File: config.mk
export PLATFORM = sky130hd
export DESIGN_NAME = linear_layer_start_fifo_srl_reader
export DESIGN_NICKNAME = d
export VERILOG_FILES = /design/src/rtl/linear_layer_start_fifo_srl_reader.sv
export SDC_FILE = /design/constraint.sdc
export NUM_CORES = 1
export LEC_CHECK = 0
export BUFFER_PORTS_ARGS = -buffer_cell sky130_fd_sc_hd__buf_2
export CAP_MARGIN = 5
export CORE_AREA = 4 4 41 43
export DETAILED_ROUTE_END_ITERATION = 16
export DIE_AREA = 0 0 45 47
export GPL_TIMING_DRIVEN = 0
export PLACE_DENSITY = 0.38
export SYNTH_ARGS = -nofsm -noshare
export SYNTH_HDL_FRONTEND = slang
export SYNTH_SLANG_ARGS = --single-unit
File: constraint.sdc
create_clock -name ap_clk -period 1.9 [get_ports ap_clk]
set_input_delay 0.095 -clock ap_clk [delete_from_list [all_inputs] [get_ports ap_clk]]
set_output_delay 0.095 -clock ap_clk [all_outputs]
set_load 0.005 [all_outputs]
File: src/rtl/linear_layer_start_fifo_srl_reader.sv
// Purpose: read-side controller + storage for the SRL start/handshake FIFO, capacity DEPTH+1.
// Latency: push into empty FIFO -> if_empty_n high after the following edge (SRL, then out reg).
// Backpressure: if_full_n from registered count only; one push + one take per cycle sustained.
//
// Ports:
//   ap_clk, ap_rst_n          clock, asynchronous active-low reset
//   if_write_ce/if_write/if_din   write side; push only when if_full_n = 1
//   if_full_n                 1 = SRL has room for a push this cycle
//   if_read_ce/if_read        consumer takes if_dout this cycle when if_empty_n = 1
//   if_dout/if_empty_n        registered head-of-queue data and its valid flag
module linear_layer_start_fifo_srl_reader #(
    parameter int DATA_WIDTH = 1,
    parameter int ADDR_WIDTH = 1,
    parameter int DEPTH      = 2
) (
    input  logic                  ap_clk,
    input  logic                  ap_rst_n,
    input  logic                  if_write_ce,
    input  logic                  if_write,
    input  logic [DATA_WIDTH-1:0] if_din,
    output logic                  if_full_n,
    input  logic                  if_read_ce,
    input  logic                  if_read,
    output logic [DATA_WIDTH-1:0] if_dout,
    output logic                  if_empty_n
);

    localparam logic [ADDR_WIDTH:0] DEPTH_C = (ADDR_WIDTH + 1)'(DEPTH);

    logic [DATA_WIDTH-1:0] srl [DEPTH];
    logic [ADDR_WIDTH:0]   cnt;
    logic                  out_vld;
    logic [DATA_WIDTH-1:0] out_data;

    logic                  push;
    logic                  take;
    logic                  load;
    logic [ADDR_WIDTH-1:0] rd_idx;
    logic [DATA_WIDTH-1:0] head;

    assign push = if_write & if_write_ce & if_full_n;
    assign take = if_read & if_read_ce & out_vld;
    // Refill the output register whenever it is empty or being drained this cycle.
    assign load = (cnt != '0) & (~out_vld | take);

    // Oldest entry sits at index cnt-1 since the newest is always shifted in at 0.
    // rd_idx is meaningless when cnt = 0, but load is low then.
    assign rd_idx = ADDR_WIDTH'(cnt - (ADDR_WIDTH + 1)'(1));

    always_comb begin
        head = '0;
        for (int i = 0; i < DEPTH; i++) begin
            if (rd_idx == ADDR_WIDTH'(i)) begin
                head = srl[i];
            end
        end
    end

    // Shift register storage carries no reset: contents are qualified by cnt.
    always_ff @(posedge ap_clk) begin
        if (push) begin
            srl[0] <= if_din;
            for (int i = 1; i < DEPTH; i++) begin
                srl[i] <= srl[i-1];
            end
        end
    end

    always_ff @(posedge ap_clk or negedge ap_rst_n) begin
        if (!ap_rst_n) begin
            cnt <= '0;
        end else if (push & ~load) begin
            cnt <= cnt + (ADDR_WIDTH + 1)'(1);
        end else if (~push & load) begin
            cnt <= cnt - (ADDR_WIDTH + 1)'(1);
        end
    end

    always_ff @(posedge ap_clk or negedge ap_rst_n) begin
        if (!ap_rst_n) begin
            out_vld  <= 1'b0;
            out_data <= '0;
        end else if (load) begin
            out_vld  <= 1'b1;
            out_data <= head;
        end else if (take) begin
            out_vld  <= 1'b0;
        end
    end

    // Full decoded from registered count: a same-cycle take does not reopen the SRL.
    assign if_full_n  = (cnt != DEPTH_C);
    assign if_empty_n = out_vld;
    assign if_dout    = out_data;

    a_cnt_bound: assert property (@(posedge ap_clk) disable iff (!ap_rst_n)
        cnt <= DEPTH_C);

    a_no_stall: assert property (@(posedge ap_clk) disable iff (!ap_rst_n)
        (cnt != '0 && !out_vld) |=> out_vld);

endmodule
==> results of run 1 <==
==> sequential cells by signal, summed over array words and instances, names as in the netlist <==
name	cells
srl	2
if_dout	1
if_empty_n	1
cnt	2
==> path summary, 6_finish.rpt <==
path	start	end	slack, ps	depth (start not counted)
setup reg to reg	cnt[0]	cnt[1]	360	6
hold / removal	if_din	srl[0][0]	30	1
hold reg to reg	srl[0][0]	srl[0][1]	480	0
min in group asynchronous	ap_rst_n	if_dout	200	2
setup / recovery	cnt[0]	cnt[1]	360	6
max in group asynchronous	ap_rst_n	if_empty_n	1580	2
==> worst max-delay path, delay by kind of cell (launching register included) <==
family	cells	cell delay [ps]
compound gates	1	70
buf+inv	1	90
fa+ha+maj	2	540
flops	1	400
simple gates	2	330
==> final cells by class <==
cell class | count | area [um2] | area share
Sequential cell | 6 | 160 | 0.424
Multi-Input combinational cell | 14 | 110 | 0.291
Timing Repair Buffer | 10 | 55.1 | 0.146
Clock buffer | 3 | 22.5 | 0.0596
Tap cell | 15 | 18.8 | 0.0497
Inverter | 3 | 11.3 | 0.0298
==> layout by cell type (no fill, tap or decap), drive strengths merged <==
master,Yosys,layout
buf,0,9
dfrtp,4,4
inv,3,3
ha,3,3
clkbuf,0,3
o21ai,3,3
edfxtp,2,2
a21boi,1,1
or2,1,1
and3,1,1
mux2i,1,1
nand2b,1,1
xnor2,1,1
xor2,1,1
nand2,1,1
dlygate4sd3,0,1
==> report_power, final <==
group          internal (mW)  switching [mW]  leakage [nW]
logic                 0.0988          0.0892         0.104
registers              0.180          0.0299        0.0641
clock network         0.0714          0.0451        0.0138
==> kinds of logic (layout without fill, tap and decap cells) <==
group                      Yosys count  after routing  synth area share
DFF                                  6              6             0.569
AOI/OAI and AO/OA                    4              4            0.0800
buffers and inverters                3             16            0.0400
muxes                                1              1            0.0356
and+or+nand+nor                      4              4            0.0800
xor gates and xnor gates             2              2            0.0622
adders and majority gates            3              3             0.133
==> metrics by stage <==
stage | total power, mW | hold WS (ps) | cell area (um2)
2_1_floorplan | 0.343 | -201 | 282
3_3_place_gp | 0.400 | -92.7 | 345
3_5_place_dp | 0.403 | -90.3 | 345
4_1_cts | 0.528 | 16.8 | 378
5_1_grt | 0.566 | 20.8 | 378
6_report | 0.514 | 28.3 | 378
==> Yosys cell counts <==
library cell  n  share of area
nand2b_1      1          0.022
edfxtp_1      2           0.21
xor2_1        1          0.031
ha_1          3           0.13
mux2i_1       1          0.036
o21ai_0       2          0.036
nand2_1       1          0.013
inv_1         3          0.040
o21ai_1       1          0.018
a21boi_1      1          0.027
or2_1         1          0.022
dfrtp_1       4           0.36
and3_1        1          0.022
xnor2_1       1          0.031
==> routing by layer <==
layer,share of wire,wire (um)
met1,0.44,234
met2,0.40,212
met3,0.12,65
met4,0.043,23
met5,0,0
==> repair_timing <==
action | CTS | global route
hold buffers | 1 | 0
setup buffers | 0 | 0
endpoints found under the hold margin | 4 | 0
==> metrics.cfg, run 1 <==
[floorplan]
pin_count=10
initial_core_util=0.216
core-area_um2=1300
fp.dieH_um=47
dieArea_um2=2120
die_x_um=45
std_cell_rows=13

[place]
pre_cts_ws_ps=354
dp_hpwl_um=439
io_buffers=9
place.gp.congestion=0.664
placed_cells=47

[sta]
tns_ps=0
slew_headroom=0.884
rsz0062_at_grt=no
min_period_ps=1540
fin_crit_sh=0.811
finClkSkew_ps=1.10
hold_viol_final=0
tightest_slew_ps=173
fin_ws_ps=358
setup_violations=0
slew_violations=0
max_freq_mhz=649

[pwr]
p_leak_nw=0.182
ir_worst_vdd_uv=330
p_per_area_nw_per_um2=1360

[cts]
clock_sinks=6
clk_latency_ps=240
clkTransAtPathRegs_ps=40
h-tree-depth=1
cts_tree=yes
cts.path.max_buffers=2
cts_resized=0
clock-root-buffer=clkbuf_4
cts_made_buffers=3

[worst_hold_path]
hold_path.class=input port to flop

[grt]
grtUsageMet3=0.0230
met1_usage=0.0671
grt_pass1_vias=232
groute.layer.met2.usage=0.0904
busiest_layer=met2
gr-total-overflow=0
grt_max_degree=5
grt_use_total=0.0628
grt_antenna_before_repair=0
grt_first_pass_wirelength_um=876

[critical_path]
cpMostUsedCell=ha_1
crit_arrival_ps=1660
path_class=flop to flop
worstPathRequired_ps=2020
slowest_stage=dfrtp_1
path_cells=inv_1 -> ha_1 -> or2_1 -> ha_1 -> nand2_1 -> o21ai_0
cp_max_fo=3
endpoint_kind=flop
max_stage_delay_ps=400
cp-start-kind=flop

[finish]
drive_above_1_share=0.333
fin_util=0.290
fin_cells=51
layout.nets=48
num_antenna_cells=0
fillers=150
areaGrowthSynthToFinish_pct=34.2

[yosys]
synth.avg_cell_area_um2=12.2
synth_cell_types=14
synth_cells=23
yosysWarnings=0
ys_ff_latch=6
syn_area_um2=282
ys_seq_area_frac=0.569
synth_nets=33

[route]
initialDrtViolationCount=0
antenna_left=0
routed_wirelength_um=536
vias=210
vias_per_cell=4.12
wl_per_cell_um=10.5
dr.pass1.iters=1
drc_errors=0

[run_status]
status=finished clean

[job]
cap_violations=0

Power figures use the tool's default switching activity.
==> run 2, diff against run 1 <==
Clock period 1.9 ns to 1.5 ns, I/O delays scaled along.
==> run 2 against run 1 <==
  * Sequential share of layout area fell by 3.5 points
  * Design area rose by 8.9%
  * Clock skew barely moved
  * Cell count rose by 3.9%
  * Maximum frequency rose by 9.8%
  * First-iteration DRC count did not move
  * Power rose by 38%
  * Sequential power rose by 22%
  * Critical path type unchanged
  * Critical endpoint unchanged
==> metrics.cfg, run 2 (synthesized netlist as in run 1, its figures left out) <==
[finish]
final_cell_mix=buf_2 (9), dfrtp_1 (4), inv_1 (3), clkbuf_4 (3)
fin_area_um2=412
areaGrowthSynthToFinish_pct=46.2
reg_top3=cnt (2), srl (2)
layout_commonest_cell=buf_2
num_antenna_cells=0
fillers=152
fin_util=0.316
drive_above_1_share=0.421
layout.nets=50

[critical_path]
cp_max_fo=3
crit_arrival_ps=1570
endpoint_kind=flop
path_class=flop to flop
cp-start-kind=flop
worstPathRequired_ps=1660

[pwr]
p_per_area_nw_per_um2=1720
p_leak_nw=0.192
ir_worst_vdd_uv=411

[grt]
grt_pass1_vias=234
grt_use_total=0.0644
grt_first_pass_wirelength_um=897
gr-total-overflow=0
grt_antenna_before_repair=0
grt_max_degree=5

[sta]
tightest_slew_ps=197
max_freq_mhz=712
min_period_ps=1400
fin_ws_ps=95.7
slew_violations=0
setup_violations=0
finClkSkew_ps=0.825
slew_headroom=0.868
rsz0062_at_grt=no
tns_ps=0
hold_viol_final=0
fin_crit_sh=0.936
hold_ws_ps=172

[floorplan]
fp.dieH_um=47
std_cell_rows=13
initial_core_util=0.216
die_x_um=45
core-area_um2=1300
dieArea_um2=2120
pin_count=10

[cts]
cts_tree=yes
h-tree-depth=1
clk_latency_ps=240
clkTransAtPathRegs_ps=40
clock-root-buffer=clkbuf_4
cts_made_buffers=3
cts.path.max_buffers=2
clock_sinks=6

[route]
dr.pass1.iters=1
routed_wirelength_um=589
wl_per_cell_um=11.1
antenna_left=0
vias=223
vias_per_cell=4.21
drc_errors=0
initialDrtViolationCount=0

[place]
place.gp.congestion=0.664
pre_cts_ws_ps=-46.0
post_dp_cell_area_um2=345
dp_hpwl_um=439
io_buffers=9

[worst_hold_path]
hold_path.class=input port to flop

[job]
cap_violations=0

[run_status]
status=finished clean

-- run 2: cell types whose count changed in the layout (fill, tap and decap cells not counted), sizes merged --
cell | previous run | this run
buf | 9 | 10
dlygate4sd3 | 1 | 2
-- run 2: timing repair --
action,in CTS,in global routing
gates cloned,0,0
endpoints found under the hold margin,5,0
buffers inserted,1,0
resized for setup,0,3
hold buffers,2,0
pin swaps,0,0
endpoints found under the setup margin,2,2
-- run 2: power by group --
| part | switching [mW] | leakage (nW) | internal (mW) |
|---|---|---|---|
| Clock | 0.0574 | 0.0138 | 0.0904 |
| Sequential | 0.0284 | 0.0641 | 0.227 |
| Combinational | 0.138 | 0.114 | 0.166 |
| Total | 0.223 | 0.192 | 0.484 |
-- run 2: stage by stage --
stage	std cells	power, mW
2_1_floorplan	23	0.435
3_3_place_gp	47	0.507
3_5_place_dp	47	0.510
4_1_cts	53	0.693
5_1_grt	53	0.776
6_report	53	0.707
-- run 2: path summary, 6_finish.rpt --
| path | startpoint | endpoint | slack (ps) | cells past startpoint |
|---|---|---|---|---|
| worst max-delay path | cnt[0] | cnt[1] | 100 | 7 |
| worst min-delay path | if_read_ce | if_empty_n | 170 | 3 |
| worst max register to register | cnt[0] | cnt[1] | 100 | 7 |
| worst min register to register | srl[0][0] | srl[0][1] | 480 | 0 |
| max in group asynchronous | ap_rst_n | if_empty_n | 1200 | 2 |
| min in group asynchronous | ap_rst_n | if_dout | 180 | 2 |
-- run 2: layout make-up --
type	count	area, um2	area share
Clock buffer	3	22.5	0.0547
Timing Repair Buffer	12	72.6	0.176
Inverter	3	11.3	0.0274
Multi-Input combinational cell	14	126	0.307
Tap cell	15	18.8	0.0456
Sequential cell	6	160	0.389
-- run 2: layer usage --
metal,part of all wire,vias up,track usage
met4,0.039,0,0.0702
met1,0.41,101,0.0718
met2,0.44,12,0.0904
met5,0,-,0
li1,-,107,-
met3,0.11,3,0.0230
-- run 2: critical path, stage by stage, from the launching register on --
cell	delay, ps
dfrtp_1	380
inv_1	90
ha_1	150
inv_1	40
and3_2	250
ha_4	170
xor2_1	130
o21ai_0	130
